--- src/rtl/spike_event_logger.sv ---
// Purpose : timestamps single-cycle spike pulses with a free-running sample
//           counter and buffers them in a DEPTH-entry FIFO for host readout.
// Latency : a spike sampled at edge k is visible on evt_valid/evt_ts after edge k.
// Backpr. : evt_valid/evt_ready handshake; when full without a pop, new events
//           are dropped and counted (drop_cnt saturates, overflow is sticky).
// Ports   : clk, rst_n (async active-low), clear (sync), sample_en (ts strobe),
//           spike_in (event pulse), evt_valid/evt_ready/evt_ts (readout),
//           fifo_level (occupancy 0..DEPTH), drop_cnt, overflow (status).
module spike_event_logger #(
   parameter int TS_WIDTH   = 24,
   parameter int DEPTH      = 8,   // power of two, >= 2
   parameter int DROP_WIDTH = 8
) (
   input  logic                      clk,
   input  logic                      rst_n,
   input  logic                      clear,
   input  logic                      sample_en,
   input  logic                      spike_in,
   output logic                      evt_valid,
   input  logic                      evt_ready,
   output logic [TS_WIDTH-1:0]       evt_ts,
   output logic [$clog2(DEPTH):0]    fifo_level,
   output logic [DROP_WIDTH-1:0]     drop_cnt,
   output logic                      overflow
);

   localparam int AW = $clog2(DEPTH);
   localparam logic [AW:0] LVL_FULL = (AW+1)'(DEPTH);
   localparam logic [AW:0] LVL_ONE  = (AW+1)'(1);
   localparam logic [AW-1:0] PTR_ONE = AW'(1);

   logic [TS_WIDTH-1:0]   ts_q, ts_d;
   logic [AW-1:0]         wr_ptr_q, wr_ptr_d;
   logic [AW-1:0]         rd_ptr_q, rd_ptr_d;
   logic [AW:0]           count_q, count_d;
   logic [DROP_WIDTH-1:0] drop_cnt_q, drop_cnt_d;
   logic                  overflow_q, overflow_d;
   logic [TS_WIDTH-1:0]   mem_q [DEPTH];

   logic not_empty, full, pop, push_ok, drop;

   assign not_empty = (count_q != '0);
   assign full      = (count_q == LVL_FULL);

   // Clear wins over everything: spikes and pops in a clearing cycle are ignored.
   assign pop     = not_empty && evt_ready && !clear;
   // A full FIFO still accepts a write when the head leaves at the same edge.
   assign push_ok = spike_in && !clear && (!full || pop);
   assign drop    = spike_in && !clear && full && !pop;

   always_comb begin
      ts_d       = ts_q + TS_WIDTH'(sample_en);
      wr_ptr_d   = wr_ptr_q;
      rd_ptr_d   = rd_ptr_q;
      count_d    = count_q;
      drop_cnt_d = drop_cnt_q;
      overflow_d = overflow_q;

      if (push_ok) wr_ptr_d = wr_ptr_q + PTR_ONE;
      if (pop)     rd_ptr_d = rd_ptr_q + PTR_ONE;

      case ({push_ok, pop})
         2'b10:   count_d = count_q + LVL_ONE;
         2'b01:   count_d = count_q - LVL_ONE;
         default: count_d = count_q;
      endcase

      if (drop) begin
         overflow_d = 1'b1;
         if (drop_cnt_q != '1) drop_cnt_d = drop_cnt_q + DROP_WIDTH'(1);
      end

      if (clear) begin
         ts_d       = '0;
         wr_ptr_d   = '0;
         rd_ptr_d   = '0;
         count_d    = '0;
         drop_cnt_d = '0;
         overflow_d = 1'b0;
      end
   end

   always_ff @(posedge clk or negedge rst_n) begin
      if (!rst_n) begin
         ts_q       <= '0;
         wr_ptr_q   <= '0;
         rd_ptr_q   <= '0;
         count_q    <= '0;
         drop_cnt_q <= '0;
         overflow_q <= 1'b0;
      end else begin
         ts_q       <= ts_d;
         wr_ptr_q   <= wr_ptr_d;
         rd_ptr_q   <= rd_ptr_d;
         count_q    <= count_d;
         drop_cnt_q <= drop_cnt_d;
         overflow_q <= overflow_d;
      end
   end

   // Storage carries no reset; occupancy alone decides what is valid.
   // The captured value is ts_q, i.e. the timestamp before any same-edge increment.
   always_ff @(posedge clk) begin
      if (push_ok) mem_q[wr_ptr_q] <= ts_q;
   end

   // All outputs come from registers only: no path from evt_ready.
   assign evt_valid  = not_empty;
   assign evt_ts     = not_empty ? mem_q[rd_ptr_q] : '0;
   assign fifo_level = count_q;
   assign drop_cnt   = drop_cnt_q;
   assign overflow   = overflow_q;

endmodule
--- config.mk ---
export PLATFORM = sky130hd
export DESIGN_NAME = spike_event_logger
export DESIGN_NICKNAME = d
export VERILOG_FILES = /design/src/rtl/spike_event_logger.sv
export SDC_FILE = /design/constraint.sdc
export NUM_CORES = 1
export LEC_CHECK = 0
export BUFFER_PORTS_ARGS = -buffer_cell sky130_fd_sc_hd__buf_4
export CAP_MARGIN = 30
export CORE_MARGIN = 2
export CORE_UTILIZATION = 40
export CTS_BUF_LIST = sky130_fd_sc_hd__clkbuf_4 sky130_fd_sc_hd__clkbuf_8 sky130_fd_sc_hd__clkbuf_16
export DETAILED_ROUTE_END_ITERATION = 7
export SYNTH_ARGS = -nofsm -noshare
export SYNTH_HDL_FRONTEND = slang
export SYNTH_SLANG_ARGS = --single-unit
--- constraint.sdc ---
create_clock -name clk -period 6.78 [get_ports clk]
set_input_delay 1.356 -clock clk [delete_from_list [all_inputs] [get_ports clk]]
set_output_delay 1.356 -clock clk [all_outputs]
set_load 0.05 [all_outputs]
==> impl_metrics.tcl, run 1 <==
set metrics [dict create \
    status "completed" \
    wirelength_mm 19.5 \
    fp.dieW_um 159 \
    rsz0062_at_grt "false" \
    cp_max_fo 41 \
    yosys_warnings 0 \
    route.detailed.drc 0 \
    antenna_cells 0 \
    drv_slew 0 \
    dieArea_um2 25400 \
    first_pass_iters 4 \
    p_leak_uw 0.00396 \
    fill_cells 1999 \
    grt_pass1_wl_mm 30.5 \
    ys_seq_elements 235 \
    via_count 5143 \
    crit_slowest_cell "dfrtp_4" \
    irDropWorstVdd_v 0.000430 \
    syn_area_um2 9660 \
    start_kind "flop" \
    synthFlopType "edfxtp_1" \
    register_area_um2 6850 \
    slowest_delay_ns 0.57 \
    cts_root_buf "clkbuf_16" \
    syn-num-nets 572 \
    cts.path.max_buffers 3 \
    cts-hold-fix-buffers 0 \
    area_growth_pct 15.8 \
    nets 627 \
    syn_area_per_cell_um2 17.3 \
    htreeDepth 1 \
    die_y_um 159 \
    clk_pin_slew_ns 0.06 \
    cp.required_ns 5.42 \
    synthCells 559 \
    fmax_ghz 0.255 \
    endpoint_kind "output pin" \
    hold_viol 0 \
    cts_resized 0 \
    final.setup.tns_ns 0 \
    multi_input_area_um2 2700 \
    fin_crit_sh_pct 57.9 \
    grt_use_total_pct 15.3 \
    grt_pass1_vias 5370 \
    max_slew.worst_pin.slew_ns 0.747 \
    drv_cap 0 \
    layout-drive-gt1-share_pct 27.1 \
    synth-edff-count 192 \
    insertion_delay_ns 0.51 \
    post_cts_buffers 0 \
    setup_viol_count_final 0 \
    clock_sink_count 235 \
    numPortBuffers 43 \
    criticalPathCategory "flop to output pin" \
    grt_overflow 0 \
    gp_congestion 0.753 \
    preCtsSetupSlack_ns 3.07 \
    drtIter0Drc 349 \
    io_pins 44 \
    cts_buffers 24 \
    final_antenna_net_count 0 \
    initial_utilization_pct 40.9 \
    place_hpwl_mm 11.0 \
    yosysSeqAreaShare_pct 70.9 \
    skew_ns 0.0159 \
    synth_async_sr_flop_share_pct 18.3 \
    power.density_nw_per_um2 382 \
    fin_crit_ns 3.92 \
    min_path_type "flop to flop" \
    num_rows 56 \
    coreArea_um2 23600 \
    via_per_inst 5.41 \
    total_power_uw 4270 \
    wl_per_cell_um 20.5 \
    worstPathCellList "buf_16, mux4_2, mux2i_1, nor2_1, buf_4" \
    yosysUniqueCellTypes 51 \
    grt_max_degree 50 \
    antenna_found_initial 0 \
    arrival_ns 2.57 \
    relSlewSlack_pct 49.8 \
    layout_setup_ws_ns 2.86 \
    cts_tree "yes" \
]
[placed cells by master (no fill, tap or decap), types with 2 or more instances in the layout]
master     instances
edfxtp_1         192
buf_4             55
mux4_2            48
nor2_1            45
dfrtp_1           41
mux2i_1           25
clkbuf_16         25
a21oi_1           20
nand2_1           17
nand3_1           12
clkbuf_4          10
xor2_1             9
or4_1              9
o21ai_0            9
inv_1              8
o31ai_1            7
xnor2_1            7
ha_1               7
nand4_1            6
or3_1              6
nor2_2             6
nor3_1             5
and4_1             4
nor4_1             4
nor2b_1            4
nor3_2             3
nand2b_1           3
mux2_2             3
clkinv_2           3
clkinv_1           3
or3b_2             2
and3_1             2
nand4_2            2
or3_2              2
nor4b_1            2
nand3b_1           2
a21bo_2            2
[cell usage after synthesis (9+ instances only)]
library cell / instances / area [µm²]
nand3_1: 12 / 60.1
mux2i_1: 25 / 250
edfxtp_1: 192 / 5770
xor2_1: 9 / 78.8
clkbuf_1: 14 / 52.6
nand2_1: 17 / 63.8
a21oi_1: 20 / 100
mux4_2: 48 / 1080
nor2_1: 51 / 191
or4_1: 9 / 67.6
dfrtp_1: 43 / 1080
o21ai_0: 9 / 45.0
[sequential cells by signal, summed over array words and instances (netlist names)]
name        count
overflow        1
fifo_level      4
rd_ptr_q        3
drop_cnt        8
ts_q           24
wr_ptr_q        3
mem_q         192
[report_power, final]
part	switching [µW]	internal (µW)
clock network	513	764
logic	832	496
registers	63.6	1600
[layer usage]
| layer | vias to the layer above | track usage, % | share of wire, % |
|---|---|---|---|
| li1 | 2327 | - | - |
| met1 | 2659 | 21.4 | 46 |
| met2 | 124 | 25.6 | 48 |
| met3 | 33 | 2.37 | 4.5 |
| met4 | 0 | 3.80 | 1.5 |
| met5 | - | 0 | 0 |
[logic make-up after synthesis]
logic type      after synthesis  share of synthesized area [%]
compound gates               48                           3.16
xor+xnor                     16                           1.45
fa+ha+maj                     7                          0.907
buf+inv                      35                           1.49
flops                       235                           70.9
mux                          76                           14.1
simple gates                142                           8.00
[critical path: cells and delay by family, from the launching register on]
| kind | cells | cell delay, ns |
|---|---|---|
| mux | 2 | 0.82 |
| flops | 1 | 0.57 |
| buf+inv | 2 | 0.54 |
| simple gates | 1 | 0.11 |
[through the flow]
step           instance area, µm²  hold slack, ns  util (%)  instances
3_3_place_gp                10400           0.482      44.0        906
5_1_grt                     11200           0.520      47.4        950
2_1_floorplan                9660           0.543         -        559
6_report                    11200           0.509      47.4        950
4_1_cts                     11200           0.513      47.4        950
3_5_place_dp                10400           0.489      44.1        907
[cell type report]
type	count	share of cell area (%)
tap	319	3.57
timing repair buffer	56	3.94
multi-input combinational	289	24.1
sequential	235	61.2
inverter	8	0.269
clock buffer	36	6.39
clock inverter	7	0.504
[worst paths after layout]
check | startpoint | endpoint | slack [ns] | cells after the start
worst min register to register | overflow | overflow | 0.51 | 1
min in group asynchronous | rst_n | drop_cnt[3] | 0.85 | 1
max in group asynchronous | rst_n | rd_ptr_q[0] | 5.46 | 1
worst max-delay path | rd_ptr_q[0] | evt_ts[1] | 2.86 | 5
worst max register to register | fifo_level[1] | fifo_level[3] | 4.15 | 8
worst min-delay path | overflow | overflow | 0.51 | 1
(Power assumes the default switching activity.)
==> inputs of run 2 (changes only) <==
--- a/config.mk
+++ b/config.mk
@@ -5,6 +5,7 @@
 export SDC_FILE = /design/constraint.sdc
 export NUM_CORES = 1
 export LEC_CHECK = 0
+export ABC_AREA = 1
 export BUFFER_PORTS_ARGS = -buffer_cell sky130_fd_sc_hd__buf_4
 export CAP_MARGIN = 30
 export CORE_MARGIN = 2
==> constraint.sdc (replaced) <==
create_clock -name clk -period 3.8 [get_ports clk]
set_input_delay 0.76 -clock clk [delete_from_list [all_inputs] [get_ports clk]]
set_output_delay 0.76 -clock clk [all_outputs]
set_load 0.05 [all_outputs]
==> run 2 against run 1 <==
- clock-buffer cell count shrank 2
- sequential power grew 73%
- clock skew shrank 0.0077 ns
- critical path depth grew 2
- highest routed layer unchanged
- combinational power grew 68%
- hold slack lost 0.25 ns
- critical path type unchanged
- power grew 72%
==> impl_metrics.tcl, run 2 <==
set metrics [dict create \
    grt_use_total_pct 17.2 \
    arrival_ns 2.49 \
    area_growth_pct 15.1 \
    nets 914 \
    fin_crit_ns 3.25 \
    grt_use_met3_pct 2.34 \
    route.detailed.drc 0 \
    use_met2_pct 28.9 \
    clk_pin_slew_ns 0.06 \
    yosys_warnings 0 \
    layout-drive-gt1-share_pct 15.0 \
    largest_register_ffs 192 \
    final.setup.tns_ns 0 \
    hold_viol 0 \
    irDropWorstVdd_v 0.000276 \
    numPortBuffers 43 \
    place_hpwl_mm 12.8 \
    final_antenna_net_count 0 \
    p_leak_uw 0.00419 \
    fp.dieW_um 161 \
    cts_tree "yes" \
    insertion_delay_ns 0.51 \
    whs_ns 0.257 \
    initial_utilization_pct 40.7 \
    yosysUniqueCellTypes 42 \
    cts-hold-fix-buffers 0 \
    yosys-top-cells-count "193 x nor2_1, 192 x edfxtp_1, 132 x o21ai_0" \
    reg2reg_slack_ns 1.29 \
    antenna_cells 0 \
    drv_slew 0 \
    dieArea_um2 26000 \
    grt_overflow 0 \
    antenna_found_initial 0 \
    post_cts_buffers 0 \
    synthFlopType "edfxtp_1" \
    rsz0062_at_grt "false" \
    max_slew.worst_pin.slew_ns 0.856 \
    yosysMostFrequentCell "nor2_1" \
    mostFrequentLayoutCells "192 x edfxtp_1, 185 x nor2_1, 132 x o21ai_0" \
    seq_power_share_pct 39.3 \
    clock_sink_count 235 \
    grt_pass1_wl_mm 35.7 \
    comb_power_share_pct 30.5 \
    first_pass_iters 5 \
    start_kind "flop" \
    setup_viol_count_final 0 \
    relSlewSlack_pct 42.9 \
    ys_seq_elements 235 \
    endpoint_kind "output pin" \
    cts_resized 0 \
    busiest_layer "met2" \
    num_rows 57 \
    synth_top_area_share_pct 58.3 \
    io_pins 44 \
    gp_congestion 0.833 \
    skew_ns 0.00816 \
    criticalPathCategory "flop to output pin" \
    p_sw_share_pct 34.9 \
    status "completed" \
    syn_area_per_cell_um2 11.5 \
    cp_max_fo 70 \
    drtIter0Drc 544 \
    regMostFlops "mem_q" \
    cts_buffers 24 \
    yosysSeqAreaShare_pct 69.2 \
    cp.required_ns 3.04 \
    fill_cells 2158 \
    grtUsageMet1_pct 23.8 \
    htreeDepth 1 \
    synth_async_sr_flop_share_pct 18.3 \
    syn_area_um2 9890 \
    via_count 6505 \
    total_power_uw 7330 \
    synth_top_area_cell "edfxtp_1" \
    syn-num-nets 871 \
    internal_power_uw 4770 \
    fin_crit_sh_pct 85.6 \
    synthTopCellsByArea "edfxtp_1 58%, dfrtp_1 11%, nor2_1 7.3%" \
    fmax_ghz 0.307 \
    min_path_type "input port to async pin" \
    grt_pass1_vias 6575 \
    grt_max_degree 100 \
    die_y_um 161 \
    power.density_nw_per_um2 644 \
    synth-edff-count 192 \
    cts_root_buf "clkbuf_16" \
    wl_per_cell_um 17.5 \
    synthCells 858 \
    final_common_cell "edfxtp_1" \
    wirelength_mm 21.8 \
    drv_cap 0 \
    clockPowerShare_pct 30.2 \
    coreArea_um2 24300 \
    cts.path.max_buffers 3 \
    switchingPower_uw 2560 \
    via_per_inst 5.23 \
]
==> run 2: per-stage QoR <==
| step | setup WS (ns) | utilization, % | cells | cell area [µm²] |
|---|---|---|---|---|
| global route | 0.339 | 46.8 | 1243 | 11400 |
| finish | 0.546 | 46.8 | 1243 | 11400 |
| CTS | 0.533 | 46.8 | 1243 | 11400 |
| detailed placement | 1.07 | 43.7 | 1199 | 10600 |
| floorplan | 0.384 | - | 858 | 9890 |
| global placement | 1.11 | 43.7 | 1199 | 10600 |
==> run 2: cell families (layout without fill, tap and decap cells) <==
family	Yosys count	count (layout)	synth area share, %
AND/OR/NAND/NOR	314	314	14.1
flip-flops	235	235	69.2
adder cells (fa/ha/maj)	7	7	0.885
buffers and inverters	82	143	3.53
multiplexers	1	1	0.101
XOR/XNOR	11	11	0.974
AO/OA/AOI/OAI	208	208	11.3
==> run 2: area by class of cell <==
cell class | count | area, µm² | area share, %
clock buffer | 34 | 706 | 6.20
clock inverter | 10 | 48.8 | 0.428
inverter | 39 | 151 | 1.33
multi-input combinational | 541 | 2720 | 23.9
sequential | 235 | 6840 | 60.1
tap | 324 | 405 | 3.56
timing repair buffer | 60 | 513 | 4.50
==> run 2: critical path, cell delays in order, from the launching register on <==
cell	delay (ns)
dfrtp_2	0.43
inv_2	0.35
buf_12	0.33
o21ai_0	0.15
o22ai_1	0.16
o21ai_1	0.08
a31oi_1	0.21
buf_4	0.23
==> run 2: worst paths after layout <==
kind | start | to | cells after the start
setup / recovery | rd_ptr_q[0] | evt_ts[16] | 7
hold / removal | rst_n | ts_q[14] | 1
setup reg to reg | fifo_level[0] | mem_q[5][16] | 9
hold reg to reg | overflow | overflow | 1
max in group asynchronous | rst_n | rd_ptr_q[0] | 1
min in group clk | overflow | overflow | 1
==> run 2: power by group through the flow <==
stage	clock, µW	sequential (µW)	combinational [µW]
final	2210	2880	2240
after CTS	2250	2880	2270
after global routing	2370	2890	2450
after global placement	0	2930	2240
after floorplan	0	2970	1540
after detailed placement	0	2930	2270
==> run 2: metal layers <==
metal,wire length (µm),vias to the layer above
li1,-,3137
met1,10100,3172
met2,10100,165
met3,1090,31
met4,433,0
met5,0,-
==> inputs of run 3 (changes only) <==
--- a/config.mk
+++ b/config.mk
@@ -12,6 +12,8 @@
 export CORE_UTILIZATION = 40
 export CTS_BUF_LIST = sky130_fd_sc_hd__clkbuf_4 sky130_fd_sc_hd__clkbuf_8 sky130_fd_sc_hd__clkbuf_16
 export DETAILED_ROUTE_END_ITERATION = 7
+export GPL_TIMING_DRIVEN = 0
+export MAX_ROUTING_LAYER = met4
 export SYNTH_ARGS = -nofsm -noshare
 export SYNTH_HDL_FRONTEND = slang
 export SYNTH_SLANG_ARGS = --single-unit
==> run 3 against run 2 <==
- critical path depth unchanged
- sequential cell count unchanged
- worst setup slack lost 0.20 ns
- combinational power increased by 5%
- cell count is 2.3% higher
- clock power grew 18%
- clock-buffer cell count decreased by 1
- maximum frequency shrank 5.9%
- hold slack got worse by 0.021 ns
- utilization rose by 0.81 points
- largest power group unchanged
==> impl_metrics.tcl, run 3 (synthesis gave the netlist of run 2 again) <==
set metrics [dict create \
    layout_setup_ws_ns 0.341 \
    place_inst 1226 \
    insertion_delay_ns 0.52 \
    antenna_found_initial 0 \
    nets 942 \
    num_rows 57 \
    criticalPathCategory "flop to output pin" \
    relSlewSlack_pct 36.9 \
    cts_root_buf "clkbuf_16" \
    fp.dieW_um 161 \
    irDropWorstVdd_v 0.000307 \
    clockPowerShare_pct 33.2 \
    post_cts_buffers 0 \
    cts_buffers 25 \
    antenna_cells 0 \
    skew_ns 0.0109 \
    layout.cells.non_filler 1272 \
    numPortBuffers 42 \
    cp_max_fo 10 \
    worstPathCellList "inv_1, clkbuf_1, clkbuf_1, nor2_1, o21ai_0, a31oi_1, buf_4" \
    internal_power_uw 5080 \
    fin_crit_ns 3.46 \
    largest_register_ffs 192 \
    drtIter0Drc 572 \
    via_per_inst 5.20 \
    io_pins 44 \
    cts-hold-fix-buffers 0 \
    status "completed" \
    grt_max_degree 44 \
    p_sw_share_pct 35.1 \
    mostFrequentLayoutCells "192 x edfxtp_1, 185 x nor2_1, 132 x o21ai_0" \
    via_count 6612 \
    dieArea_um2 26000 \
    final_core_utilization_pct 47.6 \
    grt_use_total_pct 18.9 \
    crit_slowest_cell "clkbuf_1" \
    place_hpwl_mm 15.4 \
    wl_per_cell_um 18.6 \
    p_leak_uw 0.00425 \
    start_kind "flop" \
    multi_input_area_um2 2750 \
    area_growth_pct 17.1 \
    total_power_uw 7830 \
    gp_congestion 0.927 \
    final_antenna_net_count 0 \
    drv_slew 0 \
    cp.required_ns 3.04 \
    comb_power_share_pct 30.0 \
    max_slew.worst_pin.slew_ns 0.944 \
    cts_tree "yes" \
    slowest_delay_ns 0.62 \
    die_y_um 161 \
    final_common_cell "edfxtp_1" \
    power.density_nw_per_um2 676 \
    clk_pin_slew_ns 0.06 \
    regMostFlops "mem_q" \
    route.detailed.drc 0 \
    htreeDepth 1 \
    hold_viol 0 \
    min_path_type "input port to async pin" \
    cts_resized 0 \
    cts.path.max_buffers 3 \
    fin_crit_sh_pct 91.0 \
    seq_power_share_pct 36.8 \
    rsz0062_at_grt "false" \
    preCtsSetupSlack_ns 0.848 \
    register_area_um2 6840 \
    coreArea_um2 24300 \
    arrival_ns 2.70 \
    fill_cells 2147 \
    wirelength_mm 23.6 \
    grt_pass1_wl_mm 36.9 \
    layout-drive-gt1-share_pct 14.8 \
    drv_cap 0 \
    grt_pass1_vias 6439 \
    first_pass_iters 7 \
    grt_overflow 0 \
    initial_utilization_pct 40.7 \
    critPathMostFrequentCell "clkbuf_1" \
    clock_sink_count 235 \
    fmax_ghz 0.289 \
    endpoint_kind "output pin" \
    switchingPower_uw 2750 \
    setup_viol_count_final 0 \
]
==> run 3: metal layers <==
layer	global-route usage, %	part of all wire (%)
met1	25.9	46
met2	29.9	47
met3	2.77	5.5
met4	5.11	2.0
met5	-	0
==> run 3: power groups by stage <==
| stage | Clock [µW] | Combinational [µW] | Sequential [µW] |
|---|---|---|---|
| after detailed placement | 0 | 2370 | 2940 |
| after global routing | 2740 | 2540 | 2890 |
| final | 2600 | 2350 | 2880 |
| after CTS | 2620 | 2370 | 2880 |
| after floorplan | 0 | 1540 | 2970 |
| after global placement | 0 | 2330 | 2940 |
==> run 3: layout make-up <==
cell class / instances / share of cell area (%)
plain buffers: 43 / 1.71
clock buffers: 33 / 6.18
inverters: 39 / 1.31
multi-input cells: 541 / 23.7
flip-flops and latches: 235 / 59.0
well taps: 324 / 3.50
clock inverters: 13 / 1.53
repair buffers: 44 / 2.98
==> run 3: critical path: cells and delay by family (launching register included) <==
family / cells / cell delay [ns]
AND/OR/NAND/NOR: 1 / 0.10
flip-flops: 1 / 0.46
AO/OA/AOI/OAI: 2 / 0.25
buffers and inverters: 4 / 1.36
==> run 3: final timing paths <==
kind,start,end,depth (start not counted),slack [ns]
worst max register to register,fifo_level[0],mem_q[6][14],9,1.30
max in group asynchronous,rst_n,ts_q[13],1,3.17
min in group clk,clear,ts_q[0],2,0.49
worst min-delay path,rst_n,fifo_level[1],1,0.24
worst min register to register,drop_cnt[0],drop_cnt[0],1,0.53
worst max-delay path,rd_ptr_q[1],evt_ts[22],7,0.34
==> run 3: stage by stage <==
stage | hold slack [ns] | instance area, µm² | setup TNS [ns]
floorplan | 0.464 | 9890 | 0
global placement | 0.522 | 10600 | -16.72
detailed placement | 0.521 | 10700 | 0
CTS | 0.256 | 11600 | 0
global route | 0.272 | 11600 | 0
finish | 0.236 | 11600 | 0
